### src/rtl/ps2_pkg.sv
// Shared definitions for the PS/2 device-to-host receiver.
// Used by ps2_rx and ps2_rx_fifo.
package ps2_pkg;

  // Deframer states: wait for start, 8 data bits, parity bit, stop bit.
  typedef enum logic [1:0] {
    IDLE,
    DATA,
    PARITY,
    STOP
  } ps2_state_e;

  // Scancode prefixes: extended key and key release.
  localparam logic [7:0] PS2_PREFIX_EXT = 8'hE0;
  localparam logic [7:0] PS2_PREFIX_REL = 8'hF0;

  // Number of data bits in one frame.
  localparam int unsigned PS2_FRAME_BITS = 8;

endpackage

### src/rtl/ps2_rx_fifo.sv
// Small show-ahead FIFO for received PS/2 bytes.
// Pointers carry one extra wrap bit, so full and empty can be told apart
// without a separate counter. A push into a full FIFO is dropped unless a
// pop happens in the same cycle.
module ps2_rx_fifo
  import ps2_pkg::*;
#(
  parameter int unsigned WIDTH     = 8,
  parameter int unsigned FIFO_BITS = 3
) (
  input  logic             clk_sys,
  input  logic             reset_n,
  input  logic             push,
  input  logic [WIDTH-1:0] wdata,
  input  logic             pop_req,
  output logic [WIDTH-1:0] rdata,
  output logic             valid,
  output logic             drop
);

  localparam int unsigned DEPTH = 1 << FIFO_BITS;

  logic [WIDTH-1:0] mem [DEPTH];
  logic [FIFO_BITS:0] wr_ptr;
  logic [FIFO_BITS:0] rd_ptr;
  logic empty;
  logic full;
  logic pop;
  logic wr_en;

  // Derive the status flags and decide whether this cycle's push and pop are accepted.
  always_comb begin
    empty = (wr_ptr == rd_ptr);
    full  = (wr_ptr[FIFO_BITS] != rd_ptr[FIFO_BITS]) &&
            (wr_ptr[FIFO_BITS-1:0] == rd_ptr[FIFO_BITS-1:0]);
    pop   = pop_req & ~empty;
    wr_en = push & (~full | pop);
    drop  = push & full & ~pop;
    valid = ~empty;
    rdata = empty ? '0 : mem[rd_ptr[FIFO_BITS-1:0]];
  end

  // Advance the read and write pointers.
  always_ff @(posedge clk_sys or negedge reset_n) begin
    if (!reset_n) begin
      wr_ptr <= '0;
      rd_ptr <= '0;
    end else begin
      if (wr_en) wr_ptr <= wr_ptr + 1'b1;
      if (pop)   rd_ptr <= rd_ptr + 1'b1;
    end
  end

  // Storage array; it needs no reset because rdata is masked while the FIFO is empty.
  always_ff @(posedge clk_sys) begin
    if (wr_en) mem[wr_ptr[FIFO_BITS-1:0]] <= wdata;
  end

endmodule

### src/rtl/ps2_rx.sv
// PS/2 device-to-host receiver: synchronise, glitch-filter, deframe
// (start, 8 data LSB first, odd parity, stop) and queue good bytes.
// Optional scancode event decode: define PS2_RX_KEYEVENT_EN.
module ps2_rx
  import ps2_pkg::*;
#(
  parameter int unsigned FILT      = 4,
  parameter int unsigned TIMEOUT   = 20000,
  parameter int unsigned FIFO_BITS = 3
) (
  input  logic       clk_sys,
  input  logic       reset_n,
  input  logic       ps2_clk,
  input  logic       ps2_data,
  output logic [7:0] rx_data,
  output logic       rx_valid,
  input  logic       rx_ready,
  output logic       err_parity,
  output logic       err_frame,
  output logic       overflow,
  output logic       key_event,
  output logic [7:0] key_code,
  output logic       key_release,
  output logic       key_extended
);

  localparam int unsigned FCW = $clog2(FILT + 1);
  localparam int unsigned TW  = $clog2(TIMEOUT + 1);

  logic clk_meta, clk_sync, data_meta, data_sync;
  logic clk_filt, clk_filt_q, data_filt;
  logic [FCW-1:0] clk_cnt, data_cnt;
  logic fall;

  ps2_state_e state, state_nxt;
  logic [2:0]  bit_cnt, bit_cnt_nxt;
  logic [7:0]  shreg, shreg_nxt;
  logic        par, par_nxt;
  logic        par_err, par_err_nxt;
  logic [TW-1:0] tcnt, tcnt_nxt;
  logic        push, perr, ferr;
  logic        fifo_drop;

  // Two-flop synchronisers; idle level of both lines is high.
  always_ff @(posedge clk_sys or negedge reset_n) begin
    if (!reset_n) begin
      clk_meta  <= 1'b1;
      clk_sync  <= 1'b1;
      data_meta <= 1'b1;
      data_sync <= 1'b1;
    end else begin
      clk_meta  <= ps2_clk;
      clk_sync  <= clk_meta;
      data_meta <= ps2_data;
      data_sync <= data_meta;
    end
  end

  // Clock line filter: level changes after FILT consecutive differing samples.
  always_ff @(posedge clk_sys or negedge reset_n) begin
    if (!reset_n) begin
      clk_filt   <= 1'b1;
      clk_filt_q <= 1'b1;
      clk_cnt    <= '0;
    end else begin
      clk_filt_q <= clk_filt;
      if (clk_sync == clk_filt) begin
        clk_cnt <= '0;
      end else if (clk_cnt == FCW'(FILT - 1)) begin
        clk_filt <= clk_sync;
        clk_cnt  <= '0;
      end else begin
        clk_cnt <= clk_cnt + 1'b1;
      end
    end
  end

  // Data line filter, same rule as the clock line.
  always_ff @(posedge clk_sys or negedge reset_n) begin
    if (!reset_n) begin
      data_filt <= 1'b1;
      data_cnt  <= '0;
    end else begin
      if (data_sync == data_filt) begin
        data_cnt <= '0;
      end else if (data_cnt == FCW'(FILT - 1)) begin
        data_filt <= data_sync;
        data_cnt  <= '0;
      end else begin
        data_cnt <= data_cnt + 1'b1;
      end
    end
  end

  assign fall = clk_filt_q & ~clk_filt;

  // Deframer state and datapath registers.
  always_ff @(posedge clk_sys or negedge reset_n) begin
    if (!reset_n) begin
      state   <= IDLE;
      bit_cnt <= '0;
      shreg   <= '0;
      par     <= 1'b1;
      par_err <= 1'b0;
      tcnt    <= '0;
    end else begin
      state   <= state_nxt;
      bit_cnt <= bit_cnt_nxt;
      shreg   <= shreg_nxt;
      par     <= par_nxt;
      par_err <= par_err_nxt;
      tcnt    <= tcnt_nxt;
    end
  end

  // Next-state logic: advance on each filtered falling edge; abort a frame when the edges stop arriving.
  always_comb begin
    state_nxt   = state;
    bit_cnt_nxt = bit_cnt;
    shreg_nxt   = shreg;
    par_nxt     = par;
    par_err_nxt = par_err;
    tcnt_nxt    = tcnt;
    push        = 1'b0;
    perr        = 1'b0;
    ferr        = 1'b0;
    if (state == IDLE) begin
      tcnt_nxt = '0;
      if (fall && !data_filt) begin
        state_nxt   = DATA;
        bit_cnt_nxt = '0;
        par_nxt     = 1'b1;
      end
    end else if (fall) begin
      tcnt_nxt = '0;
      case (state)
        DATA: begin
          shreg_nxt = {data_filt, shreg[7:1]};
          par_nxt   = par ^ data_filt;
          if (bit_cnt == 3'(PS2_FRAME_BITS - 1)) state_nxt = PARITY;
          else bit_cnt_nxt = bit_cnt + 1'b1;
        end
        PARITY: begin
          par_err_nxt = (data_filt != par);
          state_nxt   = STOP;
        end
        STOP: begin
          if (!data_filt)   ferr = 1'b1;
          else if (par_err) perr = 1'b1;
          else              push = 1'b1;
          state_nxt = IDLE;
        end
        default: state_nxt = IDLE;
      endcase
    end else if (tcnt == TW'(TIMEOUT - 1)) begin
      ferr      = 1'b1;
      state_nxt = IDLE;
      tcnt_nxt  = '0;
    end else begin
      tcnt_nxt = tcnt + 1'b1;
    end
  end

  ps2_rx_fifo #(
    .WIDTH     (8),
    .FIFO_BITS (FIFO_BITS)
  ) u_fifo (
    .clk_sys (clk_sys),
    .reset_n (reset_n),
    .push    (push),
    .wdata   (shreg),
    .pop_req (rx_ready),
    .rdata   (rx_data),
    .valid   (rx_valid),
    .drop    (fifo_drop)
  );

  // Registered status pulses, aligned with the cycle the pushed byte appears.
  always_ff @(posedge clk_sys or negedge reset_n) begin
    if (!reset_n) begin
      err_parity <= 1'b0;
      err_frame  <= 1'b0;
      overflow   <= 1'b0;
    end else begin
      err_parity <= perr;
      err_frame  <= ferr;
      overflow   <= fifo_drop;
    end
  end

`ifdef PS2_RX_KEYEVENT_EN
  logic ext_flag, rel_flag;

  // Prefix tracking and key event generation from every deframed good byte.
  always_ff @(posedge clk_sys or negedge reset_n) begin
    if (!reset_n) begin
      ext_flag     <= 1'b0;
      rel_flag     <= 1'b0;
      key_event    <= 1'b0;
      key_code     <= '0;
      key_release  <= 1'b0;
      key_extended <= 1'b0;
    end else begin
      key_event <= 1'b0;
      if (perr || ferr) begin
        ext_flag <= 1'b0;
        rel_flag <= 1'b0;
      end else if (push) begin
        if (shreg == PS2_PREFIX_EXT) begin
          ext_flag <= 1'b1;
        end else if (shreg == PS2_PREFIX_REL) begin
          rel_flag <= 1'b1;
        end else begin
          key_event    <= 1'b1;
          key_code     <= shreg;
          key_release  <= rel_flag;
          key_extended <= ext_flag;
          ext_flag     <= 1'b0;
          rel_flag     <= 1'b0;
        end
      end
    end
  end
`else
  assign key_event    = 1'b0;
  assign key_code     = '0;
  assign key_release  = 1'b0;
  assign key_extended = 1'b0;
`endif

endmodule
### config.mk
export PLATFORM = sky130hd
export DESIGN_NAME = ps2_rx
export DESIGN_NICKNAME = d
export VERILOG_FILES = /design/src/rtl/ps2_pkg.sv /design/src/rtl/ps2_rx_fifo.sv /design/src/rtl/ps2_rx.sv
export SDC_FILE = /design/constraint.sdc
export NUM_CORES = 1
export LEC_CHECK = 0
export ABC_AREA = 1
export CAP_MARGIN = 25
export CORE_MARGIN = 1
export CORE_UTILIZATION = 30
export DETAILED_ROUTE_END_ITERATION = 8
export GPL_TIMING_DRIVEN = 0
export HOLD_SLACK_MARGIN = 0.05
export PLACE_DENSITY = 0.52
export SLEW_MARGIN = 20
export SYNTH_ARGS = -nofsm -noshare
export SYNTH_HDL_FRONTEND = slang
export SYNTH_SLANG_ARGS = --single-unit
export TNS_END_PERCENT = 50
### constraint.sdc
create_clock -name clk_sys -period 2.6 [get_ports clk_sys]
set_input_delay 0.39 -clock clk_sys [delete_from_list [all_inputs] [get_ports clk_sys]]
set_output_delay 0.39 -clock clk_sys [all_outputs]
set_load 0.05 [all_outputs]
---- Word-level counts from Yosys, hierarchy flattened ----
Memories as Yosys holds them, arrays and structs flattened.
Index checks and enable logic that the tools add are counted.
cells by class
  equal/unequal tests ..................... 16
  bitwise logic cells ..................... 14
  $add $sub $neg .......................... 6
  reduce and logical (&&, ||, !) cells .... 14
  muxes and demuxes ....................... 40
operator list
  operator                                       count
  2-to-1 mux 15 bit                              3
  2-to-1 mux 3 bit                               9
  2-to-1 mux 1 bit                               21
  adder 15 x 1 -> 15 bit, second input constant  1
  == test 15 bit, second input constant          1
  AND reduction 3 bit                            4
  2-to-1 mux 2 bit                               5
  adder 3 x 1 -> 3 bit, second input constant    3
  adder 4 x 1 -> 4 bit, second input constant    2
  2-to-1 mux 8 bit                               1
  NOT 1 bit                                      7
  == test 3 x 2 -> 1 bit, second input constant  2
  bitwise AND 1 bit                              5
  == test 2 bit, second input constant           2
  == test 4 bit                                  1
  != test 4 bit, second input constant           1
  one-hot mux 2 bit (2 select lines)             1
  AND reduction 2 bit                            2
  AND reduction 4 bit                            1
  nonzero test 2 bit                             2
  == test 3 bit                                  1
  == test 3 bit, second input constant           1
  nonzero test 3 bit                             1
  == test 1 bit                                  2
  9 further kinds                                11
storage, ports and cells
  memories ................................ 1
  bits in registers ....................... 54
  RAM bits ................................ 64
  logic and storage cells ................. 111
memory list
  name        words  bits a word  rd ports  clocked after memory_dff  wr ports  line               source
  u_fifo.mem  8      8            1         0                         1         ps2_rx_fifo.sv:23  logic [WIDTH-1:0] mem [DEPTH];

---- Depth between registers and ports, before layout ----
Gate-level depths: netlist of run 1.
  depth in word-level cells ............... 8
  mapped depth ............................ 9
  mapped depth without buffers ............ 9

---- Modules after synthesis ----
A second synthesis of run 1 with hierarchy kept.
second synthesis, totals
  cell total of the unflattened synthesis .. 535
  area total of the unflattened synthesis .. 5,416.4 µm²
modules (own cells, without submodules)
  module       times used  cells each  area an instance (µm²)
  ps2_rx_fifo  1           268         3,096.7
  ps2_rx       1           267         2,319.7

---- Worst setup path after synthesis of run 1 ----
OpenSTA, ideal clock, no wires.
  path kind ............................... reg2out
  start point ............................. register u_fifo.rd_ptr[0]
  end point ............................... output rx_data[1]
  arrival time ............................ 1,764 ps
  stages on the path, launching flop included .. 10
  setup slack ............................. 446 ps
  cells stage by stage .................... dfrtp_1 > buf_4 > inv_2 > nand2_1 > nand2_1 > nor2_4 > nand3_4 > buf_6 > o21ai_1 > nor2_1
between the ends
  cells in the longest elaborated chain, start to end .. 2
  elaborated cells on any way between the ends .. 3
  those cells by class .................... eq/ne (1); mux (1); memory (1)
ends and longest elaborated chain
  item                                                 line               source
  start, declared                                      ps2_rx_fifo.sv:25  logic [FIFO_BITS:0] rd_ptr;
  start signal, assigned                               ps2_rx_fifo.sv:50  if (pop) rd_ptr <= rd_ptr + 1'b1;
  memory (8 x 8 bit) or == test 4 bit (tied branches)  -
  2-to-1 mux 8 bit *                                   ps2_rx_fifo.sv:40  rdata = empty ? '0 : mem[rd_ptr[FIFO_BITS-1:0]];
  end, declared                                        ps2_rx.sv:15       output logic [7:0] rx_data,
Mark *: on every way between the ends. The rest lies on a longest branch, timed or not.

---- Final worst setup path of run 1 ----
  start point ............................. register state[0]
  end point ............................... memory u_fifo.mem[1][7], enable pin
between the ends
  cells in the longest elaborated chain, start to end .. 7
  elaborated cells on any way between the ends .. 8
  those cells by class .................... eq/ne (1); mux (5); bitwise (1); reduce/logical (1)
ends and longest elaborated chain
  item                                      line               source
  start, declared                           ps2_rx.sv:35       ps2_state_e state, state_nxt;
  start signal, assigned                    ps2_rx.sv:107      state <= state_nxt;
  == test 2 bit                             ps2_rx.sv:136      case (state)
  2-to-1 mux 1 bit                          ps2_rx.sv:136
  2-to-1 mux 1 bit                          ps2_rx.sv:134      end else if (fall) begin
  2-to-1 mux 1 bit *                        ps2_rx.sv:127      if (state == IDLE) begin
  bitwise AND 1 bit *                       ps2_rx_fifo.sv:37  wr_en = push & (~full | pop);
  2-to-1 mux 1 bit *                        ps2_rx_fifo.sv:56  if (wr_en) mem[wr_ptr[FIFO_BITS-1:0]] <= wdata;
  2-to-1 mux 1 bit (implied by the code) *  ps2_rx_fifo.sv:56
  end, declared                             ps2_rx_fifo.sv:23
Marks and branches as above.

==> results of run 1 <==
[worst reg2reg max path: stages, from the launching register on]
cell	delay [ps]
sky130_fd_sc_hd__dfrtp_1	390
sky130_fd_sc_hd__inv_1	100
sky130_fd_sc_hd__ha_1	300
sky130_fd_sc_hd__nor2_1	220
sky130_fd_sc_hd__nand2_1	170
sky130_fd_sc_hd__inv_1	200
sky130_fd_sc_hd__nand3_1	190
sky130_fd_sc_hd__nor2_1	620
[synthesized netlist by cell type (3+ instances only)]
cell	instances	area share, %
sky130_fd_sc_hd__o21ai_1	7	0.66
sky130_fd_sc_hd__ha_1	12	2.8
sky130_fd_sc_hd__dfstp_2	8	4.0
sky130_fd_sc_hd__nand4_1	3	0.36
sky130_fd_sc_hd__o22ai_1	8	0.95
sky130_fd_sc_hd__dfrtp_1	46	22
sky130_fd_sc_hd__nand3_1	17	1.6
sky130_fd_sc_hd__o21ai_0	48	4.6
sky130_fd_sc_hd__inv_2	4	0.28
sky130_fd_sc_hd__xor2_1	7	1.2
sky130_fd_sc_hd__nor2_4	3	0.64
sky130_fd_sc_hd__buf_2	6	0.57
sky130_fd_sc_hd__nand2_1	84	6.0
sky130_fd_sc_hd__nor3_1	9	0.85
sky130_fd_sc_hd__xnor2_1	5	0.83
sky130_fd_sc_hd__edfxtp_1	64	36
sky130_fd_sc_hd__inv_1	37	2.6
sky130_fd_sc_hd__buf_4	14	2.0
sky130_fd_sc_hd__a21oi_1	6	0.57
sky130_fd_sc_hd__nor2_1	99	7.0
sky130_fd_sc_hd__nand2_2	5	0.59
[cell usage in the layout, fill, tap and decap left out, types with 7 or more instances in the layout]
cell type,instances
sky130_fd_sc_hd__nor2_1,94
sky130_fd_sc_hd__nand2_1,84
sky130_fd_sc_hd__edfxtp_1,64
sky130_fd_sc_hd__o21ai_0,48
sky130_fd_sc_hd__dfrtp_1,46
sky130_fd_sc_hd__inv_1,37
sky130_fd_sc_hd__nand3_1,17
sky130_fd_sc_hd__clkbuf_16,17
sky130_fd_sc_hd__buf_4,16
sky130_fd_sc_hd__ha_1,12
sky130_fd_sc_hd__conb_1,11
sky130_fd_sc_hd__buf_2,9
sky130_fd_sc_hd__nor3_1,9
sky130_fd_sc_hd__o22ai_1,8
sky130_fd_sc_hd__dfstp_2,8
sky130_fd_sc_hd__o21ai_1,7
sky130_fd_sc_hd__nor2_2,7
sky130_fd_sc_hd__xor2_1,7
[cell type report]
class                      instances  area [µm²]
fill                            1706       10900
sequential                       118        3280
multi-input combinational        338        1720
clock buffer                      17         425
tap                              225         282
clock inverter                    15         180
buffer                            25         173
inverter                          42         160
timing repair buffer              17         138
[report_power, final]
group / internal, µW / total [µW] / leakage (µW) / switching [µW]
registers: 2230 / 2430 / 0.00129 / 205
logic: 725 / 2410 / 0.00104 / 1680
clock network: 1510 / 2370 / 0.000291 / 864
[through the flow]
step	setup slack (ps)	setup TNS (ps)	total power [µW]	hold WS, ps
3_5_place_dp	-148	-1000	4980	349
4_1_cts	-8.65	-8.65	7320	357
6_report	39.8	0	7220	355
2_1_floorplan	446	0	4220	94.4
5_1_grt	-218	-3610	7680	361
3_3_place_gp	-583	-27300	4920	348
[cells by family (layout without fill, tap and decap cells)]
family,count (synthesis),in the layout
AND/OR/NAND/NOR,228,228
adder cells (fa/ha/maj),12,12
XOR/XNOR,14,14
other,1,11
flip-flops,118,118
buffers and inverters,67,116
AO/OA/AOI/OAI,73,73
[registers in the layout, indices dropped and copies added, names as in the netlist, 2 cells and up]
name           cells
u_fifo.mem        64
data_cnt           3
tcnt              15
clk_cnt            3
shreg              8
u_fifo.wr_ptr      4
u_fifo.rd_ptr      4
state              2
bit_cnt            3
[path summary, 6_finish.rpt]
path	end	slack, ps	depth (start not counted)
setup / recovery	u_fifo.mem[1][7]$_DFFE_PP_	40	7
hold / removal	data_sync$_DFF_PN1_	360	0
setup reg to reg	u_fifo.mem[1][7]$_DFFE_PP_	40	7
hold reg to reg	data_sync$_DFF_PN1_	360	0
max in group asynchronous	u_fifo.rd_ptr[0]$_DFFE_PN0P_	1560	2
min in group asynchronous	par_err$_DFFE_PN0P_	570	2
[routing by layer]
metal / up-vias / track usage (%) / routed length (µm)
met5: - / 0 / 0
li1: 1780 / - / -
met1: 1659 / 16.6 / 4950
met4: 0 / 5.37 / 96
met2: 65 / 21.6 / 5140
met3: 9 / 3.64 / 451
[timing repair]
action,CTS,global route
endpoints found under the hold margin,6,0
setup endpoints to repair,33,45
gates resized for setup,33,18
hold buffers,1,0
==> metrics list, run 1 <==
* Result of the run: finished clean
- The critical path is of the reg2reg type.
- The startpoint identified for the worst hold timing path is data_meta$_DFF_PN1_.
- Antenna violations before repair: 0
* Clock Skews: 6.52 ps
- The final layout contains 576 nets.
- Synth Warn #: 0
- The count of final max-slew check failures came to 0.
- Share of final-layout standard cells stronger than drive strength 1: 17.1%
- Global-route wire length before repair: 18300 µm
- Antenna Nets Post-Route: 0
- Clock buffers created by TritonCTS: 17
* Placed instance area: 5750 µm²
- The number of hold-slack violations in the final timing report came to 0.
* Slowest-stage cell, CP: sky130_fd_sc_hd__nor2_1
- During placement, the flow inserted port buffers numbering 16.
- Post-synthesis share of cell area spent on xor and xnor gates: 2.61%
- Summed over all cells, the static leakage comes to 0.00262 µW.
- Share of flip-flops with an asynchronous set or reset after synthesis: 45.8%
* I/O pins: 28
- Along the worst path, the maximum fanout reaches 8.
- Worst setup startpoint: state[0]$_DFFE_PN0P_
- A synthesized cell averages 10.3 µm².
- Worst voltage drop across the vdd grid: 0.635 mV
- DRC violations left: 0
- Number of setup buffers added after CTS: 0
- On the critical path the largest part of the delay comes from simple AND/OR/NAND/NOR gates.
- Syn Std Cell Area: 5270 µm²
* Number of distinct library cells after synthesis: 38
* Post-Synth Simple-Gate Area: 18.7%
- The root buffer cell chosen for the clock tree is sky130_fd_sc_hd__clkbuf_16.
* Critical path endpoint category: register
- Number of levels the H-tree was split into: 4
- The floorplan has 48 rows.
- Die area: 18100 µm²
* Adder-cell share of the synthesized area: 2.85%
* DR vias/cell: 4.41
- Setup repair after global routing could not meet its margin everywhere.
- Via count: 3513
- 0 antenna diodes ended up in the layout.
- The congestion estimate from routability-driven global placement came to 0.794.
* Worst endpoint data arrival time: 2600 ps
* Non-filler cells in the finished layout: 797
* Core region area: 17200 µm²
- Worst path bufs/invs: 2
- Area growth from synthesis to layout: 20.6%
* Sort of element at the start of the critical path: register
- The final critical path takes up 98.5% of the cycle.
- The first detailed-routing pass ran for 4 iterations.
- Counting flops with a built-in enable in the synthesized netlist gives 64.
- Vertical extent of the die: 135 µm
- Utilization of the core after routing: 36.9%
* Number of placed instances, taps included: 764
- Highest attainable clock frequency: 0.391 GHz
* Final instance area: 6360 µm²
- Gr ovfl total: 0
* Number of global-route vias before repair: 3672
- The clock net in this run drives a total of 118 sinks.
* Final setup violation count: 0
* Worst-path cell chain: inv_1 -> ha_1 -> nor2_1 -> nand2_1 -> inv_1 -> nand3_1 -> nor2_1
- In this run, the number of DRC markers left after iteration 0 of detailed routing was 206.
- Clock buffer depth: 2
- After synthesis the netlist holds a flip-flop and latch count of 118.
- All-Layer GR Usage: 13.2%
- The worst pin sits at a relative slew slack of 49.8%.
- In this run the power density over the cells is 1140 nW/µm².
* Final critical-path required period: 2560 ps
- Post-synthesis mux area share: 0%
* Slew at the pin closest to its max-slew limit: 751 ps
- Sequential elements use 62.3% of the synthesized area.
- Origin of the critical flop-to-flop path: state[0]$_DFFE_PN0P_
* Largest family of logic cells by synthesized area: simple AND/OR/NAND/NOR gates
- Max-cap violations in this run came to 0.
- Synth Area in Compound Gates: 7.38%
- Initial Utilization: 30.6%
- After technology mapping, the gate count stands at 513.
- The clock reaches the later pin of the worst-skew pair after 410 ps.
* Die Wd: 135 µm
- CTS tree: yes
- HPWL reported at the end of detailed placement: 7190 µm
- In the final routed layout, each cell accounts on average for 13.3 µm.
- The path class of the tightest hold or removal check is reg2reg.
- The most used flip-flop cell after synthesis is sky130_fd_sc_hd__edfxtp_1.
- After clock tree synthesis, the clock-pin slew on the worst setup and hold paths is 50 ps.
* DRT Wirelength: 10600 µm
* Required arrival time at the worst endpoint: 2640 ps
* Largest net degree at the start of global routing: 55
- On the worst path, the slowest cell contributes a delay of 620 ps.
(Power assumes the default switching activity.)
==> run 2: changes to the inputs <==
--- a/config.mk
+++ b/config.mk
@@ -13,6 +13,7 @@
 export GPL_TIMING_DRIVEN = 0
 export HOLD_SLACK_MARGIN = 0.05
 export PLACE_DENSITY = 0.52
+export REMOVE_ABC_BUFFERS = 1
 export SLEW_MARGIN = 20
 export SYNTH_ARGS = -nofsm -noshare
 export SYNTH_HDL_FRONTEND = slang
==> run 2 against run 1 <==
Count of clock-buffer cells in the layout increased by 2. Sequential share of layout area increased by 1.4 points. First-iteration DRC count is 19% higher. Highest routed layer unchanged.
==> metrics list, run 2 (synthesis gave the netlist of run 1 again) <==
- Result of the run: finished clean
- Dividing the final minimum period by the clock period gives 96.3%.
- The tightest hold path in the finished design has a slack of 23.8 ps.
* Worst setup startpoint: u_fifo.rd_ptr[0]$_DFFE_PN0P_
- The pre-antenna-repair detailed-routing pass consisted of 4 iterations.
- Final critical-path required period: 2500 ps
- Counting both buffers and inverters, the worst setup path holds a total of 2.
* Worst-path cell chain: inv_8 -> nand2_1 -> nand2_1 -> nor2_4 -> nand3_4 -> o21ai_0 -> nor2_1 -> buf_4
- Required arrival time at the worst endpoint: 2210 ps
* Number of buffers inserted by port buffering: 16
- Unrepaired setup endpoints after global routing: yes
- The number of antenna diodes in the final layout is 0.
- Leaving out fill and tap cells, the most frequent cell in the layout is sky130_fd_sc_hd__nor2_1.
- Initial Utilization: 30.6%
- The number of hold-slack violations in the final timing report came to 0.
- Area growth from synthesis to layout: 17.6%
* Slew at the pin closest to its max-slew limit: 724 ps
- The worst setup path is captured at an output port.
* Clock tree root driver cell: sky130_fd_sc_hd__clkbuf_16
* Post-detailed-route wirelength per cell: 13.6 µm
- The min-delay analysis places its worst path in the category in2async.
- Routability-driven placement finished with a final weighted congestion of 0.760.
- Top fanout value on the critical path: 34
- Worst skew pair latency: 420 ps
* Via count: 3480
- Remaining max-slew budget at the tightest pin: 51.6%
- Flip-flop count of the largest register, all copies and words added: 64
- Power per unit of standard cell area: 1150 nW/µm²
* DRC violations left: 0
* Antenna violations before repair: 0
- The clock tree synthesis step divided the H-tree into 4 levels.
- Core region area: 17200 µm²
- Leakage component of the power: 0.00250 µW
- STA classifies the critical path startpoint as a register.
* Die area: 18100 µm²
* Origin of the critical flop-to-flop path: state[0]$_DFFE_PN0P_
- After layout, the design draws a total of 7110 µW.
- In this design, the critical path's most frequently occurring cell is sky130_fd_sc_hd__nand2_1.
* Clock buffers created by TritonCTS: 17
* CTS tree: yes
- Entering global routing, the biggest net connects 55 pins.
* Final setup violation count: 0
* Global-route wire length before repair: 17700 µm
- Worst voltage drop across the vdd grid: 0.813 mV
- Worst endpoint data arrival time: 2110 ps
- Drt initial violations: 245
- All-Layer GR Usage: 13.1%
* Clock buffer depth: 2
- CTS Sinks: 118
- The via count of the first global-routing pass was 3415.
- Gate family responsible for the most delay along the worst path: flip-flops
- Gr ovfl total: 0
- Vertical extent of the die: 135 µm
- Critical Path Max Stage Delay: 580 ps
- Across the run, the number of max-cap violations was 0.
* Nets: 553
- On the critical path, the stage with the largest delay is an instance of sky130_fd_sc_hd__dfrtp_4.
- DR vias/cell: 4.50
* HPWL reported at the end of detailed placement: 6460 µm
- Timing would allow up to 0.399 GHz.
- Counting the fill cells in the layout gives 1713.
- The count of final max-slew check failures was 0.
- Register clock-pin slew on the reported worst setup and hold paths: 60 ps
- Buffers inserted to repair hold after CTS numbered 0.
- Share of final-layout standard cells stronger than drive strength 1: 14.0%
* Clock Skews: 11.4 ps
- Std cell rows: 48
* I/O pins: 28
* DRT Wirelength: 10500 µm
* Most frequent cells in the layout: sky130_fd_sc_hd__nor2_1, sky130_fd_sc_hd__nand2_1, sky130_fd_sc_hd__edfxtp_1
- The setup path with the least slack is of type reg2out.
* Antenna Nets Post-Route: 0
- The floorplan step set the die width to 135 µm.
## run 2: through the flow
step,instances,setup slack (ps),utilization [%],TNS [ps],instance area [µm²]
global route,774,-137,36.0,-2240,6200
detailed placement,739,-613,32.4,-15930,5590
finish,774,96.4,36.0,0,6200
CTS,774,20.8,36.0,0,6210
global placement,739,-1110,32.4,-67570,5590
floorplan,498,-42.5,-,-165,5150
## run 2: final timing paths
path,to,slack (ps),depth (start not counted)
worst min register to register,clk_sync$_DFF_PN1_,360,0
max in group asynchronous,u_fifo.rd_ptr[0]$_DFFE_PN0P_,2040,1
min in group clk_sys,clk_sync$_DFF_PN1_,360,0
worst max-delay path,rx_data[7],100,8
worst max register to register,u_fifo.mem[0][3]$_DFFE_PP_,130,7
worst min-delay path,par_err$_DFFE_PN0P_,20,1
## run 2: repair_timing
item,CTS,global route
gates resized for setup,48,11
endpoints found under the setup margin,65,41
buffers inserted,3,0
## run 2: metal layers
metal	vias up	wire length, µm	GRT usage [%]
met5	-	0	0
met4	0	155	5.81
met3	14	573	3.53
met2	83	4960	20.5
met1	1655	4840	16.9
li1	1728	-	-
## run 2: area by class of cell
class	count	area [µm²]	area share [%]
clock buffer	19	433	6.98
clock inverter	13	156	2.52
inverter	42	168	2.70
multi-input combinational	338	1720	27.7
sequential	118	3290	53.1
tap	225	282	4.54
timing repair buffer	19	155	2.50
## run 2: power by group
group / leakage [µW] / total [µW] / switching (µW) / internal, µW
Sequential: 0.00129 / 2550 / 305 / 2240
Combinational: 0.000931 / 2240 / 1580 / 660
Clock: 0.000278 / 2330 / 827 / 1500
Total: 0.00250 / 7110 / 2710 / 4400
==> run 3: changes to the inputs <==
--- a/config.mk
+++ b/config.mk
@@ -7,7 +7,6 @@
 export LEC_CHECK = 0
 export ABC_AREA = 1
 export CAP_MARGIN = 25
-export CORE_MARGIN = 1
 export CORE_UTILIZATION = 30
 export DETAILED_ROUTE_END_ITERATION = 8
 export GPL_TIMING_DRIVEN = 0
==> results of run 3 <==
The final DEF is identical to that of run 2; final timing and power are the same.
